<file path="config.mk">
export PLATFORM = sky130hd
export DESIGN_NAME = ctrl_sequencer_flat
export DESIGN_NICKNAME = d
export VERILOG_FILES = /design/src/rtl/ctrl_sequencer_pkg.sv /design/src/rtl/ctrl_sequencer_if.sv /design/src/rtl/ctrl_sequencer_decode.sv /design/src/rtl/ctrl_sequencer.sv /design/src/flat_wrapper.sv
export SDC_FILE = /design/constraint.sdc
export NUM_CORES = 1
export LEC_CHECK = 0
export ABC_AREA = 1
export CORE_MARGIN = 2
export CORE_UTILIZATION = 38
export DETAILED_ROUTE_END_ITERATION = 8
export DONT_BUFFER_PORTS = 1
export GPL_ROUTABILITY_DRIVEN = 0
export SYNTH_ARGS = -nofsm -noshare
export SYNTH_HDL_FRONTEND = slang
export SYNTH_SLANG_ARGS = --single-unit
</file>
<file path="constraint.sdc">
create_clock -name Clk -period 1.85 [get_ports Clk]
set_input_delay 0.37 -clock Clk [delete_from_list [all_inputs] [get_ports Clk]]
set_output_delay 0.37 -clock Clk [all_outputs]
set_load 0.02 [all_outputs]
</file>
<file path="src/rtl/ctrl_sequencer_pkg.sv">
// ctrl_pkg: shared types for the multi-cycle control sequencer of the 9-bit
// accumulator-style ISA.
//   opcode_t   : 3-bit machine opcodes
//   alu_op_t   : ALU function select driven on Alu_op
//   state_t    : sequencer phases (the top maps these onto legacy
//                localparam constants)
//   opc_to_alu : opcode -> ALU function for the register-writing ops
package ctrl_pkg;

    localparam int OPC_W = 3;

    typedef enum logic [OPC_W-1:0] {
        OPC_ADD  = 3'b000,
        OPC_SUB  = 3'b001,
        OPC_AND  = 3'b010,
        OPC_LDI  = 3'b011,
        OPC_LD   = 3'b100,
        OPC_ST   = 3'b101,
        OPC_BRZ  = 3'b110,
        OPC_HALT = 3'b111
    } opcode_t;

    typedef enum logic [1:0] {
        ALU_ADD  = 2'b00,
        ALU_SUB  = 2'b01,
        ALU_AND  = 2'b10,
        ALU_PASS = 2'b11
    } alu_op_t;

    typedef enum logic [2:0] {
        ST_IDLE   = 3'd0,
        ST_FETCH  = 3'd1,
        ST_DECODE = 3'd2,
        ST_EXEC   = 3'd3,
        ST_MEM    = 3'd4,
        ST_WB     = 3'd5
    } state_t;

    // LDI routes the immediate straight through the ALU; opcodes that do
    // not use the ALU fall back to ADD (the idle encoding).
    function automatic alu_op_t opc_to_alu(input opcode_t opc);
        case (opc)
            OPC_SUB: return ALU_SUB;
            OPC_AND: return ALU_AND;
            OPC_LDI: return ALU_PASS;
            default: return ALU_ADD;
        endcase
    endfunction

endpackage

</file>
<file path="src/rtl/ctrl_sequencer_if.sv">
// ctrl_sequencer_if: bundle between the sequencer and its surroundings
// (instruction ROM, PC, register file, ALU, data memory).
//   master : the sequencer (inputs Start/Instruction/Instr_valid/Zero_flag,
//            drives all strobes and fields)
//   slave  : the datapath/testbench side
// Optional: CTRL_PERF_CNT_EN adds the 16-bit Retired_count output.
interface ctrl_sequencer_if #(
    parameter int RADDR_W = 3
);
    localparam int INSTR_W = 3 + 2*RADDR_W;
    localparam int IMM_W   = 2*RADDR_W;

    logic                 Start;
    logic [INSTR_W-1:0]   Instruction;
    logic                 Instr_valid;
    logic                 Zero_flag;
    logic                 Pc_en;
    logic                 Branch_taken;
    logic [INSTR_W-1:0]   Branch_offset;
    logic [1:0]           Alu_op;
    logic                 Reg_write_en;
    logic                 Immediate_en;
    logic [IMM_W-1:0]     Immediate;
    logic [RADDR_W-1:0]   Reg_write_address;
    logic [RADDR_W-1:0]   Reg_read_address_0;
    logic [RADDR_W-1:0]   Reg_read_address_1;
    logic                 Data_read_en;
    logic                 Data_write_en;
    logic                 Busy;
    logic                 Done;
`ifdef CTRL_PERF_CNT_EN
    logic [15:0]          Retired_count;
`endif

    modport master (
`ifdef CTRL_PERF_CNT_EN
        output Retired_count,
`endif
        input  Start, Instruction, Instr_valid, Zero_flag,
        output Pc_en, Branch_taken, Branch_offset, Alu_op, Reg_write_en,
               Immediate_en, Immediate, Reg_write_address,
               Reg_read_address_0, Reg_read_address_1,
               Data_read_en, Data_write_en, Busy, Done
    );

    modport slave (
`ifdef CTRL_PERF_CNT_EN
        input  Retired_count,
`endif
        output Start, Instruction, Instr_valid, Zero_flag,
        input  Pc_en, Branch_taken, Branch_offset, Alu_op, Reg_write_en,
               Immediate_en, Immediate, Reg_write_address,
               Reg_read_address_0, Reg_read_address_1,
               Data_read_en, Data_write_en, Busy, Done
    );

endinterface

</file>
<file path="src/rtl/ctrl_sequencer_decode.sv">
// ctrl_decode: purely combinational field splitter for one instruction word.
//   instr    : instruction word (opcode | rA | rB, or opcode | imm)
//   opcode   : top OPC_W bits
//   ra, rb   : register fields
//   waddr    : destination register (R0 for LDI, rA otherwise)
//   imm      : low 2*RADDR_W bits, zero-extended by construction
//   imm_sext : imm sign-extended to the full instruction width
module ctrl_decode
    import ctrl_pkg::*;
#(
    parameter int RADDR_W = 3
) (
    input  logic [OPC_W+2*RADDR_W-1:0] instr,
    output opcode_t                    opcode,
    output logic [RADDR_W-1:0]         ra,
    output logic [RADDR_W-1:0]         rb,
    output logic [RADDR_W-1:0]         waddr,
    output logic [2*RADDR_W-1:0]       imm,
    output logic [OPC_W+2*RADDR_W-1:0] imm_sext
);
    localparam int INSTR_W = OPC_W + 2*RADDR_W;
    localparam int IMM_W   = 2*RADDR_W;

    assign opcode = opcode_t'(instr[INSTR_W-1 -: OPC_W]);
    assign ra     = instr[IMM_W-1 -: RADDR_W];
    assign rb     = instr[RADDR_W-1:0];
    assign imm    = instr[IMM_W-1:0];
    assign waddr  = (opcode == OPC_LDI) ? '0 : ra;

    for (genvar gi = 0; gi < INSTR_W; gi++) begin : g_sext
        if (gi < IMM_W) begin : g_field
            assign imm_sext[gi] = instr[gi];
        end else begin : g_sign
            assign imm_sext[gi] = instr[IMM_W-1];
        end
    end

endmodule

</file>
<file path="src/rtl/ctrl_sequencer.sv">
// ctrl_sequencer: multi-cycle FSM controller for the 9-bit ISA.
//   Clk     : system clock
//   Reset_n : synchronous active-low reset
//   bus     : ctrl_sequencer_if.master (instruction in, datapath strobes out)
// Phases: IDLE -> FETCH -> DECODE -> EXEC -> [MEM x MEM_LAT] -> [WB] -> FETCH.
// Strobes are registered from the next state, so each is high for exactly
// the phase it belongs to. The only combinational paths are Pc_en and
// Branch_taken during EXEC of BRZ, which follow Zero_flag directly.
// Register addresses, Immediate and Branch_offset come straight from the
// latched instruction register, so they stay stable from DECODE until the
// next instruction is latched.
// Optional: CTRL_PERF_CNT_EN adds a saturating 16-bit Retired_count.
module ctrl_sequencer
    import ctrl_pkg::*;
#(
    parameter int RADDR_W = 3,
    parameter int MEM_LAT = 1
) (
    input  logic             Clk,
    input  logic             Reset_n,
    ctrl_sequencer_if.master bus
);
    localparam int INSTR_W = OPC_W + 2*RADDR_W;
    localparam int IMM_W   = 2*RADDR_W;
    localparam int CNT_W   = 3;

    localparam logic [2:0] S_IDLE   = 3'(ST_IDLE);
    localparam logic [2:0] S_FETCH  = 3'(ST_FETCH);
    localparam logic [2:0] S_DECODE = 3'(ST_DECODE);
    localparam logic [2:0] S_EXEC   = 3'(ST_EXEC);
    localparam logic [2:0] S_MEM    = 3'(ST_MEM);
    localparam logic [2:0] S_WB     = 3'(ST_WB);

    logic [2:0]         state_reg, state_next;
    logic [INSTR_W-1:0] ir_reg, ir_next;
    logic [CNT_W-1:0]   cnt_reg, cnt_next;

    logic       pc_en_reg, pc_en_next;
    logic       rwe_reg, rwe_next;
    logic       dre_reg, dre_next;
    logic       dwe_reg, dwe_next;
    logic       imm_en_reg, imm_en_next;
    logic       done_reg, done_next;
    logic       busy_reg, busy_next;
    logic [1:0] alu_op_reg, alu_op_next;

    opcode_t            dec_opcode;
    logic [RADDR_W-1:0] dec_ra, dec_rb, dec_waddr;
    logic [IMM_W-1:0]   dec_imm;
    logic [INSTR_W-1:0] dec_imm_sext;

    logic brz_exec;
    logic pc_en_o;
    logic branch_taken_o;

    ctrl_decode #(.RADDR_W(RADDR_W)) u_decode (
        .instr    (ir_reg),
        .opcode   (dec_opcode),
        .ra       (dec_ra),
        .rb       (dec_rb),
        .waddr    (dec_waddr),
        .imm      (dec_imm),
        .imm_sext (dec_imm_sext)
    );

    // Next-state, instruction latch and memory-wait counter.
    always_comb begin
        state_next = state_reg;
        ir_next    = ir_reg;
        cnt_next   = cnt_reg;
        case (state_reg)
            S_IDLE: begin
                if (bus.Start) state_next = S_FETCH;
            end
            S_FETCH: begin
                if (bus.Instr_valid) begin
                    ir_next    = bus.Instruction;
                    state_next = S_DECODE;
                end
            end
            S_DECODE: state_next = S_EXEC;
            S_EXEC: begin
                case (dec_opcode)
                    OPC_ADD, OPC_SUB, OPC_AND, OPC_LDI: state_next = S_WB;
                    OPC_LD: begin
                        cnt_next   = CNT_W'(MEM_LAT - 1);
                        state_next = S_MEM;
                    end
                    OPC_ST, OPC_BRZ: state_next = S_FETCH;
                    OPC_HALT:        state_next = S_IDLE;
                    default:         state_next = S_IDLE;
                endcase
            end
            S_MEM: begin
                if (cnt_reg == '0) state_next = S_WB;
                else               cnt_next   = cnt_reg - 1'b1;
            end
            S_WB:    state_next = S_FETCH;
            default: state_next = S_IDLE;
        endcase
    end

    // Strobes for the phase being entered. The instruction register is
    // already stable whenever EXEC/MEM/WB are entered, so the decoded
    // opcode is valid here.
    always_comb begin
        pc_en_next  = 1'b0;
        rwe_next    = 1'b0;
        dre_next    = 1'b0;
        dwe_next    = 1'b0;
        imm_en_next = 1'b0;
        done_next   = 1'b0;
        alu_op_next = 2'(ALU_ADD);
        busy_next   = (state_next != S_IDLE);
        case (state_next)
            S_EXEC: begin
                case (dec_opcode)
                    OPC_ADD, OPC_SUB, OPC_AND: alu_op_next = 2'(opc_to_alu(dec_opcode));
                    OPC_LDI: begin
                        alu_op_next = 2'(opc_to_alu(dec_opcode));
                        imm_en_next = 1'b1;
                    end
                    OPC_LD: dre_next = 1'b1;
                    OPC_ST: begin
                        dwe_next   = 1'b1;
                        pc_en_next = 1'b1;
                    end
                    OPC_HALT: done_next = 1'b1;
                    default: ;
                endcase
            end
            S_MEM: dre_next = 1'b1;
            S_WB: begin
                rwe_next   = 1'b1;
                pc_en_next = 1'b1;
            end
            default: ;
        endcase
    end

    always_ff @(posedge Clk) begin
        if (!Reset_n) begin
            state_reg  <= S_IDLE;
            ir_reg     <= '0;
            cnt_reg    <= '0;
            pc_en_reg  <= 1'b0;
            rwe_reg    <= 1'b0;
            dre_reg    <= 1'b0;
            dwe_reg    <= 1'b0;
            imm_en_reg <= 1'b0;
            done_reg   <= 1'b0;
            busy_reg   <= 1'b0;
            alu_op_reg <= '0;
        end else begin
            state_reg  <= state_next;
            ir_reg     <= ir_next;
            cnt_reg    <= cnt_next;
            pc_en_reg  <= pc_en_next;
            rwe_reg    <= rwe_next;
            dre_reg    <= dre_next;
            dwe_reg    <= dwe_next;
            imm_en_reg <= imm_en_next;
            done_reg   <= done_next;
            busy_reg   <= busy_next;
            alu_op_reg <= alu_op_next;
        end
    end

    // BRZ resolves in EXEC from the live zero flag: taken and sequential
    // advance are mutually exclusive.
    assign brz_exec       = (state_reg == S_EXEC) && (dec_opcode == OPC_BRZ);
    assign branch_taken_o = brz_exec &  bus.Zero_flag;
    assign pc_en_o        = pc_en_reg | (brz_exec & ~bus.Zero_flag);

    assign bus.Pc_en              = pc_en_o;
    assign bus.Branch_taken       = branch_taken_o;
    assign bus.Branch_offset      = dec_imm_sext;
    assign bus.Alu_op             = alu_op_reg;
    assign bus.Reg_write_en       = rwe_reg;
    assign bus.Immediate_en       = imm_en_reg;
    assign bus.Immediate          = dec_imm;
    assign bus.Reg_write_address  = dec_waddr;
    assign bus.Reg_read_address_0 = dec_ra;
    assign bus.Reg_read_address_1 = dec_rb;
    assign bus.Data_read_en       = dre_reg;
    assign bus.Data_write_en      = dwe_reg;
    assign bus.Busy               = busy_reg;
    assign bus.Done               = done_reg;

`ifdef CTRL_PERF_CNT_EN
    // Counts every PC-affecting or retire pulse; cleared by an accepted Start.
    logic [15:0] retired_reg;

    always_ff @(posedge Clk) begin
        if (!Reset_n) begin
            retired_reg <= '0;
        end else if ((state_reg == S_IDLE) && bus.Start) begin
            retired_reg <= '0;
        end else if ((pc_en_o | branch_taken_o | done_reg) && (retired_reg != 16'hFFFF)) begin
            retired_reg <= retired_reg + 16'd1;
        end
    end

    assign bus.Retired_count = retired_reg;
`endif

endmodule

</file>
<file path="src/flat_wrapper.sv">
// flat-port wrapper written by rule: the top's interface ports become plain ports
module ctrl_sequencer_flat import ctrl_pkg::*;
#(
    parameter int RADDR_W = 3,
    parameter int MEM_LAT = 1
)
  (Clk, Reset_n, bus_Start, bus_Instruction, bus_Instr_valid, bus_Zero_flag, bus_Pc_en, bus_Branch_taken, bus_Branch_offset, bus_Alu_op, bus_Reg_write_en, bus_Immediate_en, bus_Immediate, bus_Reg_write_address, bus_Reg_read_address_0, bus_Reg_read_address_1, bus_Data_read_en, bus_Data_write_en, bus_Busy, bus_Done);
  ctrl_sequencer_if #(.RADDR_W(RADDR_W)) bus_i ();
  input  logic Clk;
  input  logic Reset_n;
  input wire logic [$bits(bus_i.Start)-1:0] bus_Start;
  input wire logic [$bits(bus_i.Instruction)-1:0] bus_Instruction;
  input wire logic [$bits(bus_i.Instr_valid)-1:0] bus_Instr_valid;
  input wire logic [$bits(bus_i.Zero_flag)-1:0] bus_Zero_flag;
  output wire logic [$bits(bus_i.Pc_en)-1:0] bus_Pc_en;
  output wire logic [$bits(bus_i.Branch_taken)-1:0] bus_Branch_taken;
  output wire logic [$bits(bus_i.Branch_offset)-1:0] bus_Branch_offset;
  output wire logic [$bits(bus_i.Alu_op)-1:0] bus_Alu_op;
  output wire logic [$bits(bus_i.Reg_write_en)-1:0] bus_Reg_write_en;
  output wire logic [$bits(bus_i.Immediate_en)-1:0] bus_Immediate_en;
  output wire logic [$bits(bus_i.Immediate)-1:0] bus_Immediate;
  output wire logic [$bits(bus_i.Reg_write_address)-1:0] bus_Reg_write_address;
  output wire logic [$bits(bus_i.Reg_read_address_0)-1:0] bus_Reg_read_address_0;
  output wire logic [$bits(bus_i.Reg_read_address_1)-1:0] bus_Reg_read_address_1;
  output wire logic [$bits(bus_i.Data_read_en)-1:0] bus_Data_read_en;
  output wire logic [$bits(bus_i.Data_write_en)-1:0] bus_Data_write_en;
  output wire logic [$bits(bus_i.Busy)-1:0] bus_Busy;
  output wire logic [$bits(bus_i.Done)-1:0] bus_Done;
  assign bus_i.Start = bus_Start;
  assign bus_i.Instruction = bus_Instruction;
  assign bus_i.Instr_valid = bus_Instr_valid;
  assign bus_i.Zero_flag = bus_Zero_flag;
  assign bus_Pc_en = bus_i.Pc_en;
  assign bus_Branch_taken = bus_i.Branch_taken;
  assign bus_Branch_offset = bus_i.Branch_offset;
  assign bus_Alu_op = bus_i.Alu_op;
  assign bus_Reg_write_en = bus_i.Reg_write_en;
  assign bus_Immediate_en = bus_i.Immediate_en;
  assign bus_Immediate = bus_i.Immediate;
  assign bus_Reg_write_address = bus_i.Reg_write_address;
  assign bus_Reg_read_address_0 = bus_i.Reg_read_address_0;
  assign bus_Reg_read_address_1 = bus_i.Reg_read_address_1;
  assign bus_Data_read_en = bus_i.Data_read_en;
  assign bus_Data_write_en = bus_i.Data_write_en;
  assign bus_Busy = bus_i.Busy;
  assign bus_Done = bus_i.Done;
  ctrl_sequencer #(.RADDR_W(RADDR_W), .MEM_LAT(MEM_LAT)) u_core (.Clk(Clk), .Reset_n(Reset_n), .bus(bus_i));
endmodule
</file>
* After elaboration in Yosys (flattened, before gate mapping) *
Cells that the tools add are included.

word-level totals
  bits of input ports = 14
  register bits = 24
  output and inout bits = 34
  word-level logic and storage cells = 63

operators by class
  reductions and logical operators = 12
  bitwise operators = 4
  add/subtract/negate cells = 1
  multiplexer cells = 18
  eq/ne operators = 17

operators with widths
  cell                   number
  $eq A3 B3 Y1 const B   8
  $mux W3                6
  $pmux W3 S6            1
  $eq A3 B2 Y1 const B   5
  $pmux W3 S4            1
  $logic_not A3 Y1       3
  $pmux W2 S2            2
  $eq A3 B1 Y1 const B   2
  $pmux W3 S2            1
  $mux W1                5
  $ne A2 B2 Y1 const B   2
  $pmux W1 S2            2
  $reduce_and A2 Y1      2
  $reduce_or A4 Y1       1
  $reduce_and A3 Y1      1
  $reduce_bool A3 Y1     1
  $reduce_or A3 Y1       1
  $sub A3 B1 Y3 const B  1
  $and A1 B1 Y1          2
  $reduce_bool A2 Y1     1
  $reduce_or A2 Y1       1
  $logic_and A1 B1 Y1    1
  $not A1 Y1             1
  $or A1 B1 Y1           1

* Depth between registers and ports, before layout *
Gate-level depths: netlist of the first run.

  word-level depth = 6
  gate-level depth with buffers = 10
  depth with buffers taken out = 10

* Hierarchy *
Synthesis of the first run repeated with hierarchy kept, for this count alone.

unflattened totals
  cells, all modules = 163
  area, all modules = 1,224.9 µm²

modules (own cells, without submodules)
  module          times used  cells each  area an instance (µm²)
  ctrl_sequencer  1           131         1,012.2
  ctrl_decode     1           32          212.7

* Least setup slack after synthesis of the first run *
OpenSTA, ideal clock, no wires.

  kind = register to output
  start point = register u_core.state_reg[0]
  end point = output port bus_Pc_en
  data arrival time = 1.056 ns
  stages on the path, launching flop included = 5
  path slack = 0.424 ns
  required time = 1.480 ns
  path buffers = 0
  cell sequence = dfxtp_1 > nand2_1 > nor2_2 > nand4_1 > o21bai_1

between the ends
  word-level cells in the longest chain between the ends = 4

RTL lines
  element                   RTL line               text
  start: declaration        ctrl_sequencer.sv:34   logic [2:0] state_reg, state_next;
  start signal: assignment  ctrl_sequencer.sv:155  state_reg <= state_next;
  $eq A3 B2 Y1              ctrl_sequencer.sv:171  assign brz_exec = (state_reg == S_EXEC) && (dec_opcode == OPC_BRZ);
  $logic_and A1 B1 Y1       ctrl_sequencer.sv:171
  $and A1 B1 Y1             ctrl_sequencer.sv:173  assign pc_en_o = pc_en_reg | (brz_exec & ~bus.Zero_flag);
  $or A1 B1 Y1              ctrl_sequencer.sv:173
  end: declaration          flat_wrapper.sv:15     output wire logic [$bits(bus_i.Pc_en)-1:0] bus_Pc_en;

Every way passes these cells.

* Worst setup path in the final report of the first run *
  start point = register u_core.state_reg[1]
  end point = output port bus_Pc_en

Same word-level chain as after synthesis.

==> results of run 1 <==
[Yosys cell counts (2+ instances only)]
library cell  number  area [um^2]
buf_4             15          113
nand3_1            6         30.0
nor2_1            21         78.8
o21ai_1            4         20.0
nand3_2            3         30.0
nand4_1            4         25.0
inv_2              2         7.51
nand2_2            3         18.8
o21ai_0            6         30.0
inv_1             23         86.3
nor3_1             4         20.0
a21oi_1            9         45.0
ha_1               2         25.0
dfxtp_1           24          480
nand2_1           21         78.8
buf_6              2         22.5
[area by class of cell]
type,instances,area share (%)
inverters,25,7.94
well taps,33,3.49
repair buffers,4,2.54
flip-flops and latches,24,41.4
multi-input cells,90,41.6
clock buffers,4,3.07
[metal layers]
layer	vias to the layer above	GRT usage (%)	wire length, um
li1	461	-	-
met1	399	13.6	876
met2	15	22.7	1070
met4	0	6.98	45
met5	-	0	0
met3	5	4.33	127
[metrics by stage]
stage / TNS (ps) / util (%) / std cells
detailed placement: 0 / 37.1 / 176
finish: 0 / 39.4 / 180
floorplan: 0 / - / 158
global route: -4.73 / 39.4 / 180
CTS: 0 / 38.5 / 180
global placement: 0 / 37.1 / 176
[cells by family after synthesis]
family | count (synthesis)
buffers and inverters | 44
flip-flops | 24
AND/OR/NAND/NOR | 67
adder cells (fa/ha/maj) | 2
AO/OA/AOI/OAI | 21
[worst min path at each step]
stage                                           endpoint  slack [ps]  cells past startpoint
final                     u_core.state_reg[0]$_SDFF_PN0_         170                      2
after global routing          u_core.bus.Busy$_SDFF_PN0_         160                      2
after CTS                  u_core.ir_reg[4]$_SDFFE_PN0P_         160                      2
after detailed placement  u_core.cnt_reg[1]$_SDFFE_PN0P_         460                      2
after global placement     u_core.ir_reg[3]$_SDFFE_PN0P_         450                      2
after floorplan           u_core.cnt_reg[1]$_SDFFE_PN0P_         450                      2
[where the power goes]
part	switching [mW]	leakage (nW)	internal (mW)
clock network	0.155	0.0210	0.120
logic	0.108	0.307	0.0428
registers	0.0534	0.197	0.544
total	0.317	0.524	0.707
[critical path, cell delays in order (launching register included)]
cell	delay, ps
dfxtp_4	400
nand2_1	70
nor2_2	130
nand4_1	230
o21bai_4	250
[repair_timing]
item,4_1_cts,5_1_grt
resized for setup,2,8
setup endpoints to repair,2,5
pin swaps,0,1
cloned,0,0
setup buffers,0,0
==> impl_metrics.yaml, run 1 <==
critical_path:
  cp_data_arrival_time_ps: 1400
  worst_setup_path_end_kind: "output pin"
  path_max_fanout: 7
  critical_path_class: "flip-flop to output pin"
  r2r_cells: 10
  cp_data_required_time_ps: 1480
  reg2reg_from: "u_core.cnt_reg[0]$_SDFFE_PN0P_"
  r2r-end: "u_core.bus.Busy$_SDFF_PN0_"
  startpoint_type: "flip-flop"
  crit_end: "bus_Pc_en"
  r2r_setup_slack_ps: 550
  crit_start: "u_core.state_reg[1]$_SDFF_PN0_"
synth:
  syn_nets: 174
  netlist_instances: 158
  synth_area_um2: 1190
  synth_top_flop_cell: "dfxtp_1"
  synth_compound_area_share_pct: 9.18
  synthMuxAreaShare_pct: 0
  synth-simple-area-share_pct: 28.2
  ys_seq_area_share_pct: 40.5
  async_reset_ff_share_pct: 0
  synth_xor_area_share_pct: 0
  synth-edff-count: 0
  ys_seq_elements: 24
  synthAdderAreaFrac_pct: 2.11
  ys_types: 25
  avgSynthCellArea_um2: 7.51
  synth_top_family_by_area: "simple AND/OR/NAND/NOR gates"
  yosys_warnings: 0
clock_tree:
  cts-root-buf: "clkbuf_4"
  cts_made_buffers: 3
  cts_tree: "built"
  clock_latency_ps: 310
  ctsHtreeMaxLevel: 1
  ctsHoldBuffers: 0
  clk_pin_slew_ps: 130
  clockBufferDepth: 2
  clock-sinks: 24
final_layout:
  seqCellArea_um2: 489
  final_common_cell: "inv_1"
  final_cell_mix: "23 x inv_1, 21 x nand2_1, 21 x dfxtp_1"
  drive_above_1_share_pct: 17.7
  antenna_cells: 0
  fin_area_um2: 1180
  fin_nets: 164
  fillerInstances: 314
  multi_input_comb_area_um2: 492
  largest_reg_flops: 9
  area_delta_synth_final_pct: -0.317
die:
  core_area_um2: 3000
  chipWidth_um: 59.9
  rows: 20
  die_area_um2: 3580
  start_util_pct: 39.5
  die_y_um: 59.9
  ioPinCount: 48
sta:
  finalCriticalPeriod_ps: 1770
  period_share_pct: 95.6
  clock_skew_ps: 1.15
  worst_slew_pin_slew_ps: 606
  max_slew_margin_pct: 59.6
  drv_slew: 0
  holdWs_ps: 174
  rsz0062_at_grt: "yes"
  fmax_mhz: 565
  finalSetupViolations: 0
  hold_violations: 0
  setup_slack_ps: 81.1
global_routing:
  grt_overflow_total: 0
  antenna_found_initial: 0
  grtUsageTotal_pct: 13.0
  grt_pass1_wl_mm: 3.46
  grt_pass1_vias: 834
  grt_max_degree: 18
hold_path:
  min_from: "Reset_n"
  hp-class: "input port to flip-flop"
route:
  antenna_left: 0
  drtIter0Drc: 15
  drtPass1Iterations: 4
  post-route-drc-count: 0
  vias: 880
  wl_per_cell_um: 11.8
  drt_wl_total_mm: 2.12
  vias_per_cell: 4.89
status:
  status: "completed"
pwr:
  irDropWorstVdd_v: 0.000254
  p_per_area_nw_per_um2: 866
  finalPower_mw: 1.02
  leakage_nw: 0.524
place:
  dp_slack_ps: 299
  port_buffers: 0
  post_dp_cell_area_um2: 1110
  dp_hpwl_mm: 1.64
job:
  cap_violations: 0
No activity file was read; power rests on OpenSTA's default activity.
==> run 2, diff against run 1 <==
==> constraint.sdc (replaced) <==
create_clock -name Clk -period 1.6 [get_ports Clk]
set_input_delay 0.32 -clock Clk [delete_from_list [all_inputs] [get_ports Clk]]
set_output_delay 0.32 -clock Clk [all_outputs]
set_load 0.02 [all_outputs]
==> impl_metrics.yaml, run 2 (synthesized netlist as in run 1, its figures left out) <==
critical_path:
  reg2reg_from: "u_core.cnt_reg[0]$_SDFFE_PN0P_"
  path_max_fanout: 2
  worst_setup_path_end_kind: "output pin"
  r2r-end: "u_core.bus.Busy$_SDFF_PN0_"
  critical_path_class: "flip-flop to output pin"
  startpoint_type: "flip-flop"
  r2r_setup_slack_ps: 300
  cp_data_required_time_ps: 1280
  r2r_cells: 10
  cp_data_arrival_time_ps: 1250
final_layout:
  drive_above_1_share_pct: 23.2
  largest_reg_flops: 9
  fillerInstances: 313
  final_cell_mix: "22 x inv_1, 21 x nor2_1, 20 x nand2_1"
  antenna_cells: 0
  final_common_cell: "inv_1"
  fin_nets: 172
  area_delta_synth_final_pct: 3.59
global_routing:
  antenna_found_initial: 0
  grt_pass1_wl_mm: 3.57
  grt_max_degree: 18
  grt_overflow_total: 0
  grt_pass1_vias: 853
  grtUsageTotal_pct: 13.4
clock_tree:
  ctsHtreeMaxLevel: 1
  clock_latency_ps: 310
  clock-sinks: 24
  cts_tree: "built"
  cts_made_buffers: 3
  clk_pin_slew_ps: 120
  ctsHoldBuffers: 0
  cts-root-buf: "clkbuf_4"
  clockBufferDepth: 2
sta:
  period_share_pct: 98.1
  hold_violations: 0
  setup_slack_ps: 29.8
  fin_setup_tns_ps: 0
  rsz0062_at_grt: "yes"
  worst_slew_pin_slew_ps: 601
  finalCriticalPeriod_ps: 1570
  drv_slew: 0
  fmax_mhz: 637
  max_slew_margin_pct: 59.9
  clock_skew_ps: 3.08
  holdWs_ps: 121
  finalSetupViolations: 0
route:
  drtIter0Drc: 20
  drtPass1Iterations: 4
  antenna_left: 0
  wl_per_cell_um: 11.3
  vias: 919
  post-route-drc-count: 0
  drt_wl_total_mm: 2.13
  vias_per_cell: 4.89
die:
  ioPinCount: 48
  rows: 20
  die_y_um: 59.9
  start_util_pct: 39.5
  core_area_um2: 3000
  die_area_um2: 3580
  chipWidth_um: 59.9
hold_path:
  hp-class: "input port to flip-flop"
  hold_depth: 2
  min_from: "Reset_n"
  holdPathEnd: "u_core.ir_reg[8]$_SDFFE_PN0P_"
pwr:
  p_per_area_nw_per_um2: 972
  finalPower_mw: 1.19
  irDropWorstVdd_v: 0.000228
  leakage_nw: 0.565
place:
  dp_slack_ps: 186
  port_buffers: 0
  dp_hpwl_mm: 1.62
job:
  cap_violations: 0
status:
  status: "completed"
[run 2: metal layers]
metal  wire length (um)  share of wire, %  global-route usage, %
met1                898                42                   14.3
met2               1050                49                   23.4
met3                125               5.9                   4.11
met4                 55               2.6                   6.98
met5                  0                 0                      0
[run 2: layout make-up]
cell class / instances / area (um^2) / area share (%)
Clock buffer: 4 / 36.3 / 2.95
Inverter: 25 / 93.8 / 7.64
Multi-Input combinational cell: 90 / 475 / 38.7
Sequential cell: 24 / 492 / 40.0
Tap cell: 33 / 41.3 / 3.36
Timing Repair Buffer: 12 / 90.1 / 7.33
[run 2: where the power goes]
group	switching (mW)	leakage (nW)	total [mW]	internal [mW]
sequential	0.0555	0.198	0.685	0.630
combinational	0.134	0.346	0.196	0.0622
clock	0.175	0.0210	0.314	0.139
[run 2: stage by stage]
| step | std cells | utilization (%) | cell area, um^2 |
|---|---|---|---|
| 3_3_place_gp | 181 | 38.3 | 1150 |
| 2_1_floorplan | 158 | - | 1190 |
| 5_1_grt | 188 | 40.9 | 1230 |
| 6_report | 188 | 40.9 | 1230 |
| 3_5_place_dp | 181 | 38.3 | 1150 |
| 4_1_cts | 188 | 40.8 | 1220 |
[run 2: worst max-delay path, stage by stage (launching register included)]
cell and delay [ps]:
dfxtp_4 370, nand2_2 50, nor2_2 90, nand4_1 110, o21bai_1 160, buf_4 150
[run 2: timing repair]
item | in CTS | in global routing
pin swaps | 1 | 2
gates cloned | 0 | 0
gates resized for setup | 6 | 4
setup buffers | 3 | 0
endpoints found under the setup margin | 5 | 5
[run 2: worst max path at each step]
stage	endpoint	from	slack, ps
finish	bus_Pc_en	u_core.state_reg[1]$_SDFF_PN0_	30
global route	bus_Pc_en	u_core.state_reg[1]$_SDFF_PN0_	-50
CTS	bus_Pc_en	u_core.state_reg[1]$_SDFF_PN0_	-10
detailed placement	bus_Pc_en	u_core.state_reg[0]$_SDFF_PN0_	190
global placement	bus_Pc_en	u_core.state_reg[1]$_SDFF_PN0_	230
floorplan	bus_Pc_en	u_core.state_reg[0]$_SDFF_PN0_	220
==> run 3, diff against run 2 <==
--- a/config.mk
+++ b/config.mk
@@ -13,4 +13,5 @@
 export GPL_ROUTABILITY_DRIVEN = 0
 export SYNTH_ARGS = -nofsm -noshare
 export SYNTH_HDL_FRONTEND = slang
+export SYNTH_HIERARCHICAL = 1
 export SYNTH_SLANG_ARGS = --single-unit
==> impl_metrics.yaml, run 3 <==
synth:
  netlist_instances: 163
  async_reset_ff_share_pct: 0
  syn_nets: 179
  yosysTopAreaCellShare_pct: 39.2
  synth_area_um2: 1220
  yosys.area.top_type: "dfxtp_1"
  ys_seq_elements: 24
  yosys_warnings: 6
  ys_types: 24
  synthTopCellsByArea: "dfxtp_1 39%, buf_4 15%, nor2_1 10%, inv_1 5.8%, nand2_1 5.5%"
  synth-edff-count: 0
  ys_seq_area_share_pct: 39.2
  avgSynthCellArea_um2: 7.51
  synth.most_common_cell: "nor2_1"
  synth_top_flop_cell: "dfxtp_1"
  synth_common_cells: "34 x nor2_1, 24 x buf_4, 24 x dfxtp_1"
sta:
  hold_violations: 0
  finalSetupViolations: 0
  fin_setup_tns_ps: 0
  worst_slew_pin_slew_ps: 612
  rsz0062_at_grt: "yes"
  clock_skew_ps: 2.44
  fmax_mhz: 652
  max_slew_margin_pct: 59.1
  period_share_pct: 95.8
  finalCriticalPeriod_ps: 1530
  drv_slew: 0
route:
  drt_wl_total_mm: 2.19
  vias_per_cell: 4.54
  met3WireLength_um: 104
  vias: 886
  antenna_left: 0
  wl_met1_um: 946
  routed-wl-met2_mm: 1.11
  drtPass1Iterations: 4
  highest_layer: "met4"
  wl_per_cell_um: 11.2
  post-route-drc-count: 0
  drtIter0Drc: 14
clock_tree:
  clk_pin_slew_ps: 120
  clockBufferDepth: 2
  cts_tree: "built"
  ctsHtreeMaxLevel: 1
  cts-root-buf: "clkbuf_4"
  clock_latency_ps: 300
  ctsHoldBuffers: 0
  cts_made_buffers: 3
  clock-sinks: 24
status:
  status: "completed"
global_routing:
  grtUsageTotal_pct: 14.0
  grt_overflow_total: 0
  grt_pass1_vias: 878
  grt_max_degree: 16
  grt_pass1_wl_mm: 3.79
  antenna_found_initial: 0
critical_path:
  reg2reg_from: "u_core/state_reg[1]$_SDFF_PN0_"
  r2r-end: "u_core/ir_reg[4]$_SDFFE_PN0P_"
  r2r_cells: 6
  startpoint_type: "flip-flop"
  cp_data_required_time_ps: 1280
  r2r_setup_slack_ps: 270
  cp_data_arrival_time_ps: 1210
  worst_setup_path_end_kind: "output pin"
  path_max_fanout: 2
  critical_path_class: "flip-flop to output pin"
pwr:
  irDropWorstVdd_v: 0.000276
  p_per_area_nw_per_um2: 935
  leakage_nw: 0.526
final_layout:
  area_delta_synth_final_pct: -1.23
  antenna_cells: 0
  largest_reg_flops: 9
  fin_nets: 169
  finish.utilization_pct: 39.6
  fin_area_um2: 1210
  fillerInstances: 343
  drive_above_1_share_pct: 20.5
  final_common_cell: "nor2_1"
  final_cell_mix: "34 x nor2_1, 19 x inv_1, 18 x dfxtp_1"
die:
  die_y_um: 60.8
  start_util_pct: 40.1
  core_area_um2: 3050
  chipWidth_um: 60.8
  die_area_um2: 3690
  rows: 20
  ioPinCount: 48
place:
  dp_hpwl_mm: 1.64
  post_dp_cell_area_um2: 1150
  port_buffers: 0
hold_path:
  min_from: "Reset_n"
  hp-class: "input port to flip-flop"
  holdPathEnd: "u_core/cnt_reg[0]$_SDFFE_PN0P_"
  hold_depth: 2
job:
  cap_violations: 0
==> run 3: changes by cell type after synthesis, sizes merged <==
cell / change
o21ai: +1
inv: -6
buf: +8
nand2: -5
nor3: -2
or2: +1
a21oi: -4
nor2: +13
nand4: -2
o22ai: -1
clkinv: +1
xnor2: +1
==> run 3: cell families (layout without fill, tap and decap cells) <==
kind of cell	count (synthesis)	after routing	synth area share [%]
AOI/OAI and AO/OA	17	17	8.99
xor gates and xnor gates	1	1	0.715
adders and majority gates	2	2	2.04
buffers and inverters	47	35	22.5
DFF	24	24	39.2
and+or+nand+nor	72	72	26.6
==> run 3: worst max-delay path, cell delays in order, from the launching register on <==
cell and delay [ps]:
dfxtp_4 390, nand2_4 50, nor2_4 70, nand4_1 100, o21bai_1 140, buf_4 150
==> run 3: per-stage QoR <==
stage | total power [mW] | hold slack, ps | worst slack [ps] | std cells
floorplan | 0.904 | 407 | 199 | 163
global placement | 0.871 | 419 | 219 | 189
detailed placement | 0.878 | 420 | 174 | 189
CTS | 1.14 | 112 | 2.88 | 195
global route | 1.21 | 95.8 | -88.6 | 195
finish | 1.13 | 122 | 67.1 | 195
==> run 3: what timing repair did <==
item,CTS,global route
resized for setup,5,4
buffers inserted,3,0
pin swaps,2,3
setup endpoints to repair,2,5
==> run 3: worst max-delay path by stage <==
| stage | startpoint | end | slack, ps | cells after the start |
|---|---|---|---|---|
| after floorplan | u_core/state_reg[1]$_SDFF_PN0_ | bus_Pc_en | 200 | 4 |
| after global placement | u_core/state_reg[1]$_SDFF_PN0_ | bus_Pc_en | 220 | 5 |
| after detailed placement | u_core/state_reg[1]$_SDFF_PN0_ | bus_Pc_en | 170 | 5 |
| after CTS | u_core/ir_reg[7]$_SDFFE_PN0P_ | bus_Reg_write_address[0] | 3 | 4 |
| after global routing | u_core/state_reg[1]$_SDFF_PN0_ | bus_Pc_en | -90 | 5 |
| final | u_core/state_reg[1]$_SDFF_PN0_ | bus_Pc_en | 70 | 5 |
==> run 3: power by group <==
part	switching, mW	internal [mW]
Sequential	0.0615	0.629
Combinational	0.125	0.0617
Clock	0.166	0.0878
Total	0.352	0.779
==> run 3: final cells by class <==
class / instances / area, um^2 / share of cell area, %
timing repair buffer: 12 / 90.1 / 7.45
clock buffer: 3 / 22.5 / 1.86
inverter: 20 / 75.1 / 6.20
tap: 44 / 55.1 / 4.55
multi-input combinational: 92 / 477 / 39.4
sequential: 24 / 490 / 40.5
==> run 3: metal layers <==
layer | global-route usage [%] | vias up
met5 | 0 | -
met4 | 6.52 | 0
met3 | 4.48 | 2
met2 | 25.0 | 19
met1 | 14.7 | 407
li1 | - | 458
